`config.mk`:
```
export PLATFORM = sky130hd
export DESIGN_NAME = len2beat_split
export DESIGN_NICKNAME = d
export VERILOG_FILES = /design/src/rtl/len2beat_split.sv
export SDC_FILE = /design/constraint.sdc
export NUM_CORES = 1
export LEC_CHECK = 0
export ABC_AREA = 1
export BUFFER_PORTS_ARGS = -buffer_cell sky130_fd_sc_hd__buf_2
export CORE_MARGIN = 3
export CORE_UTILIZATION = 50
export CTS_CLUSTER_SIZE = 30
export DETAILED_ROUTE_END_ITERATION = 8
export GPL_TIMING_DRIVEN = 1
export PLACE_DENSITY = 0.78
export SETUP_SLACK_MARGIN = 0.3
export SYNTH_ARGS = -nofsm -noshare
export SYNTH_HDL_FRONTEND = slang
export SYNTH_SLANG_ARGS = --single-unit
```
`constraint.sdc`:
```
create_clock -name CLK_I -period 2.5 [get_ports CLK_I]
set_input_delay 0.5 -clock CLK_I [delete_from_list [all_inputs] [get_ports CLK_I]]
set_output_delay 0.5 -clock CLK_I [all_outputs]
set_load 0.05 [all_outputs]
```
`src/rtl/len2beat_split.sv`:
```
// len2beat_split: breaks a byte-length request into per-beat byte counts
// for a C_STRB_BIT_NUM-byte stream. One length is accepted at a time.
// ceil(LEN/C_STRB_BIT_NUM) beats are then issued. The final beat is flagged
// with BEAT_LAST_O.
module len2beat_split #(
  parameter int unsigned C_STRB_BIT_NUM = 32,
  parameter int unsigned C_LEN_WIDTH    = 32
) (
  input  logic                   CLK_I,
  input  logic                   RST_I,
  input  logic                   LEN_VALID_I,
  output logic                   LEN_READY_O,
  input  logic [C_LEN_WIDTH-1:0] LEN_I,
  output logic                   BEAT_VALID_O,
  input  logic                   BEAT_READY_I,
  output logic [31:0]            BEAT_NUM_O,
  output logic                   BEAT_LAST_O,
  output logic [C_LEN_WIDTH-1:0] BEAT_IDX_O,
  output logic                   ZERO_LEN_O
);

  typedef enum logic {IDLE = 1'b0, RUN = 1'b1} state_e;

  // Beat size at the width of rem, plus one extra bit so the comparison
  // stays correct when C_LEN_WIDTH is narrow.
  localparam logic [C_LEN_WIDTH:0]   STRB_W = (C_LEN_WIDTH+1)'(C_STRB_BIT_NUM);
  localparam logic [C_LEN_WIDTH-1:0] STEP   = C_LEN_WIDTH'(C_STRB_BIT_NUM);

  state_e                 state_q, state_d;
  logic [C_LEN_WIDTH-1:0] rem_q, rem_d;
  logic [C_LEN_WIDTH-1:0] idx_q, idx_d;
  logic                   zero_q, zero_d;

  logic run_w, gt_w, last_w;

  // Payload is derived only from registered state, so it holds during stalls.
  assign run_w  = (state_q == RUN);
  assign gt_w   = ({1'b0, rem_q} > STRB_W);
  assign last_w = run_w & ~gt_w;

  assign LEN_READY_O  = (state_q == IDLE) & ~RST_I;
  assign BEAT_VALID_O = run_w;
  assign BEAT_LAST_O  = last_w;
  assign BEAT_NUM_O   = run_w ? (gt_w ? 32'(C_STRB_BIT_NUM) : 32'(rem_q)) : 32'd0;
  assign BEAT_IDX_O   = idx_q;
  assign ZERO_LEN_O   = zero_q;

  // Next state: accept a length in IDLE, retire one beat per handshake in RUN.
  // rem is only reduced when it exceeds one beat, so it cannot underflow.
  always_comb begin
    state_d = state_q;
    rem_d   = rem_q;
    idx_d   = idx_q;
    zero_d  = 1'b0;
    case (state_q)
      IDLE: begin
        if (LEN_VALID_I) begin
          if (LEN_I == '0) begin
            zero_d = 1'b1;
          end else begin
            rem_d   = LEN_I;
            idx_d   = '0;
            state_d = RUN;
          end
        end
      end
      RUN: begin
        if (BEAT_READY_I) begin
          if (last_w) begin
            rem_d   = '0;
            idx_d   = '0;
            state_d = IDLE;
          end else begin
            rem_d = rem_q - STEP;
            idx_d = idx_q + C_LEN_WIDTH'(1);
          end
        end
      end
      default: state_d = IDLE;
    endcase
  end

  // State registers with synchronous reset. Reset abandons any transfer in flight.
  always_ff @(posedge CLK_I) begin
    if (RST_I) begin
      state_q <= IDLE;
      rem_q   <= '0;
      idx_q   <= '0;
      zero_q  <= 1'b0;
    end else begin
      state_q <= state_d;
      rem_q   <= rem_d;
      idx_q   <= idx_d;
      zero_q  <= zero_d;
    end
  end

endmodule
```
==> impl_summary.md <==
Run status
The flow ran to the end, and the final reports show no timing, DRC or antenna violations.

Global route
Entering global routing, the biggest net connects 35 pins. In the global route stage, overall resource usage came out at 24.8%. In the global route stage, met2 resource usage came out at 39.4%. The via count of the first global-routing pass came to around 4,600. The global-route met3 utilization is 4.53%. The busiest layer in global routing is met2. The global routing usage on met1 is 33.7%. The initial antenna violation count is 0.

The first global-routing pass estimated 21.1 mm of wire. The total global routing overflow is 0.

Yosys
The primary flip-flop cell chosen by synthesis mapping is sky130_fd_sc_hd__dfxtp_1. The fraction of the mapped netlist area in simple logic gates is between 40% and 50%. Synthesis handed over a netlist of 754 instances. The area share of xor/xnor cells in the synthesized design is 5.20%. The dominant cell type by area after synthesis is sky130_fd_sc_hd__dfxtp_1. The share of the synthesized area in the top cell type is between 20 and 30%. The mux share of post-synthesis cell area is 0%.

The fraction of the mapped netlist area in adder cells is 0.531%. The most common cell in the netlist is sky130_fd_sc_hd__nand2_1. Ranked by total cell area, the synthesized netlist is headed by sky130_fd_sc_hd__dfxtp_1, sky130_fd_sc_hd__nand2_1, sky130_fd_sc_hd__nor2_1. After synthesis, the mean cell area works out to 6.25 sq um.

The Yosys step of the flow raised 0 warnings. The cell area after synthesis is roughly 4700 sq um. The post-synthesis sequential element count is 66. For this run, asynchronously set or reset flops after synthesis account for 0%. After synthesis, the largest family of logic cells by area is simple AND/OR/NAND/NOR gates.

Synthesis instantiated 37 different standard cells from the library. Sequential elements use between 20% and 30% of the synthesized area. Summing the areas of all compound-gate instances in the mapped netlist gives 10.4% of the synthesized area.

The count of flip-flops with a built-in enable after synthesis is 0. By count the netlist is led by sky130_fd_sc_hd__nand2_1, sky130_fd_sc_hd__nor2_1, sky130_fd_sc_hd__dfxtp_1.

Detailed routing
The final wirelength is 13.1 mm. The detailed router finished its first iteration with roughly 380 violations. The number of nets still failing antenna checks after routing is 0. The detailed-route vias per instance is 5.28. Dividing the detail-routed wire length by the instance count gives ~14 um. The residual DRC count is 0. The number of detailed-route iterations in the first pass is 5. The total via count in the routed design is 5,036.

Critical path
Broken down by cell family, the worst path's largest delay share belongs to simple AND/OR/NAND/NOR gates. The slowest stage of the critical path belongs to the cell sky130_fd_sc_hd__dfxtp_1. In this run the worst setup path terminates at BEAT_NUM_O[5]. Walking the worst path, the cells encountered are nor2_4 > nand4_1 > nor2_4 > buf_12 > nand2_8 > nand2_8 > nand2_1 > buf_6.

The worst reg2reg path endpoint is rem_q[1]. STA classifies the critical path endpoint as an output port. Data on the critical path arrives at its endpoint at 1770 ps.

The worst setup path is of the reg2out kind. In this run the worst setup path begins at rem_q[29]. The critical path depth is 8. The startpoint identified for the worst register-to-register timing path is rem_q[29]. Along the worst path, the maximum fanout reaches 12. For the worst flop-to-flop path, the logic depth is 10. The critical path contains buffers and inverters numbering 2 combined. In this run the register-to-register setup slack is ~470 ps. The worst setup path is launched from a flip-flop.

The highest cell delay on the worst timing path is about 380 ps. For the worst setup path, the data required time is roughly 2000 ps.

STA
For the pin with the worst max-slew slack, the measured transition is 687 ps. The part of the cycle the worst path needs is 90.7%. Setup repair after global routing could not meet its margin everywhere.

The remaining max-slew budget at the tightest pin is 54.2%. The final count of pins violating max slew is 0. The clock period could shrink to 2270 ps. Static timing analysis puts the maximum clock frequency at 441 MHz. Across the routed clock network, the largest skew measured is ~12 ps.

The number of hold violations in the final report is 0. Adding up every negative setup slack in the final design gives 0 ps. Setup violations remaining at the end of the flow were counted as 0.

Floorplanning
The boundary pin count is 104. The die span in x is 103 um. For this configuration, the core starts out at a cell density of 52.8%.

The placement row count is 34. The vertical die dimension is around 100 um. The floorplan step defined a die boundary enclosing 10,600 sq um. In this run the standard cell core region covers about 9000 sq um.

Clocking
The clock drives between 60 and 70 sinks. The tree is rooted in a sky130_fd_sc_hd__clkbuf_8. The later pin in the worst-skew pair is clocked with a latency of 350 ps.

In this run, CTS created clock tree buffers numbering 9. CTS built an H-tree with a depth of 3. The clock transition at the register clock pins on the worst setup and hold paths after CTS is 70 ps. The CTS tree is yes.

The worst-case clock buffer depth is 2.

Placement
The routability congestion estimate is 1.01. The number of placed instances, taps included is 921. The placed wire-length estimate after detailed placement is around 9.2 mm. The count of input and output buffers is 77.

Layout
After the last flow step, the layout net total stands at 881. The layout overhead on the synthesized area is 18.7%. The final core utilization is 62.7%. The non-filler instance count after layout is 953. The number of antenna diodes in the final layout is 0. Of the cells placed in the final design, the portion with a size suffix greater than 1 is 24.0%.

Power and ir drop
The total power density per cell area is 556 nW/um^2. Summed over all cells, the static leakage comes to approximately 2.5 nW. The worst-case vdd ir drop is 0.394 mV.

Job
Across the run, the number of max-cap violations was 0.

Hold path
The worst hold path belongs to the class in2reg.
==> worst min path at each step <==
| stage | start | endpoint | slack (ps) | cells after the start |
|---|---|---|---|---|
| 6_report | LEN_I[3] | rem_q[3] | 400 | 3 |
| 3_5_place_dp | rem_q[0] | rem_q[0] | 500 | 2 |
| 5_1_grt | LEN_I[0] | rem_q[0] | 400 | 3 |
| 4_1_cts | LEN_I[3] | rem_q[3] | 390 | 3 |
| 3_3_place_gp | BEAT_IDX_O[29] | BEAT_IDX_O[29] | 480 | 2 |
| 2_1_floorplan | rem_q[1] | rem_q[1] | 480 | 2 |
==> where the power goes <==
group | internal [mW] | leakage [nW] | switching (mW)
sequential | 1.13 | 0.548 | 0.105
combinational | 0.351 | 1.88 | 0.645
clock | 0.470 | 0.0901 | 0.417
total | 1.95 | 2.52 | 1.17
==> layout make-up <==
cell class              instances  area (sq um)
fillers                       823          3330
multi-input cells             598          3010
flip-flops and latches         66          1360
repair buffers                103           666
inverters                      65           246
clock buffers                  10           138
well taps                     108           135
clock inverters                 3          42.5
==> logic make-up (layout without fill, tap and decap cells) <==
family          after synthesis  after routing
xor+xnor                     28             28
compound gates               85             85
fa+ha+maj                     2              2
other cells                   1             26
flops                        66             66
buf+inv                     115            181
simple gates                457            457
==> routing by layer <==
layer / share of wire, % / vias up
met3: 7.1 / 35
li1: - / 2502
met5: 0 / -
met2: 46 / 215
met4: 2.5 / 0
met1: 45 / 2284
==> layout by cell type (no fill, tap or decap), types with 2 or more instances in the layout <==
master / count
sky130_fd_sc_hd__a21oi_1: 22
sky130_fd_sc_hd__a21oi_2: 10
sky130_fd_sc_hd__and2_1: 2
sky130_fd_sc_hd__buf_12: 3
sky130_fd_sc_hd__buf_2: 70
sky130_fd_sc_hd__buf_4: 23
sky130_fd_sc_hd__buf_6: 6
sky130_fd_sc_hd__clkbuf_8: 10
sky130_fd_sc_hd__conb_1: 26
sky130_fd_sc_hd__dfxtp_1: 44
sky130_fd_sc_hd__dfxtp_2: 16
sky130_fd_sc_hd__dfxtp_4: 6
sky130_fd_sc_hd__ha_1: 2
sky130_fd_sc_hd__inv_1: 62
sky130_fd_sc_hd__inv_2: 2
sky130_fd_sc_hd__nand2_1: 180
sky130_fd_sc_hd__nand2_2: 7
sky130_fd_sc_hd__nand2_4: 5
sky130_fd_sc_hd__nand2_8: 2
sky130_fd_sc_hd__nand3_1: 39
sky130_fd_sc_hd__nand3b_1: 11
sky130_fd_sc_hd__nand4_1: 13
sky130_fd_sc_hd__nor2_1: 153
sky130_fd_sc_hd__nor2_2: 12
sky130_fd_sc_hd__nor2_4: 18
sky130_fd_sc_hd__nor3_1: 10
sky130_fd_sc_hd__o21ai_0: 30
sky130_fd_sc_hd__o21ai_1: 17
sky130_fd_sc_hd__o21ai_2: 2
sky130_fd_sc_hd__xnor2_1: 14
sky130_fd_sc_hd__xor2_1: 14
==> worst register-to-register path, cell delays in order (launching register included) <==
cell                      delay (ps)
sky130_fd_sc_hd__dfxtp_1         380
sky130_fd_sc_hd__nor2_4          130
sky130_fd_sc_hd__nand4_1         170
sky130_fd_sc_hd__nor2_4          200
sky130_fd_sc_hd__buf_12          140
sky130_fd_sc_hd__nand2_8          90
sky130_fd_sc_hd__nand2_8         100
sky130_fd_sc_hd__buf_4           260
sky130_fd_sc_hd__nand2_2         100
sky130_fd_sc_hd__nand2_4         210
sky130_fd_sc_hd__o21ai_0         120
==> state kept, by name, indices dropped and copies added, names as in the netlist <==
name,count
rem_q,32
ZERO_LEN_O,1
BEAT_IDX_O,32
BEAT_VALID_O,1
==> stage by stage <==
stage	hold WS, ps	power [mW]	setup slack (ps)	instance area, sq um
2_1_floorplan	480	1.94	341	4820
4_1_cts	390	3.04	287	5440
3_5_place_dp	501	2.08	281	5040
3_3_place_gp	478	2.06	312	5040
5_1_grt	400	3.27	150	5600
6_report	400	3.11	232	5600
==> what timing repair did <==
action / 4_1_cts / 5_1_grt
setup buffers: 11 / 8
setup endpoints to repair: 7 / 7
gates resized for setup: 48 / 28
pin swaps: 10 / 16
endpoints found under the hold margin: 0 / 0
hold buffers: 0 / 0
(Power assumes the default switching activity.)
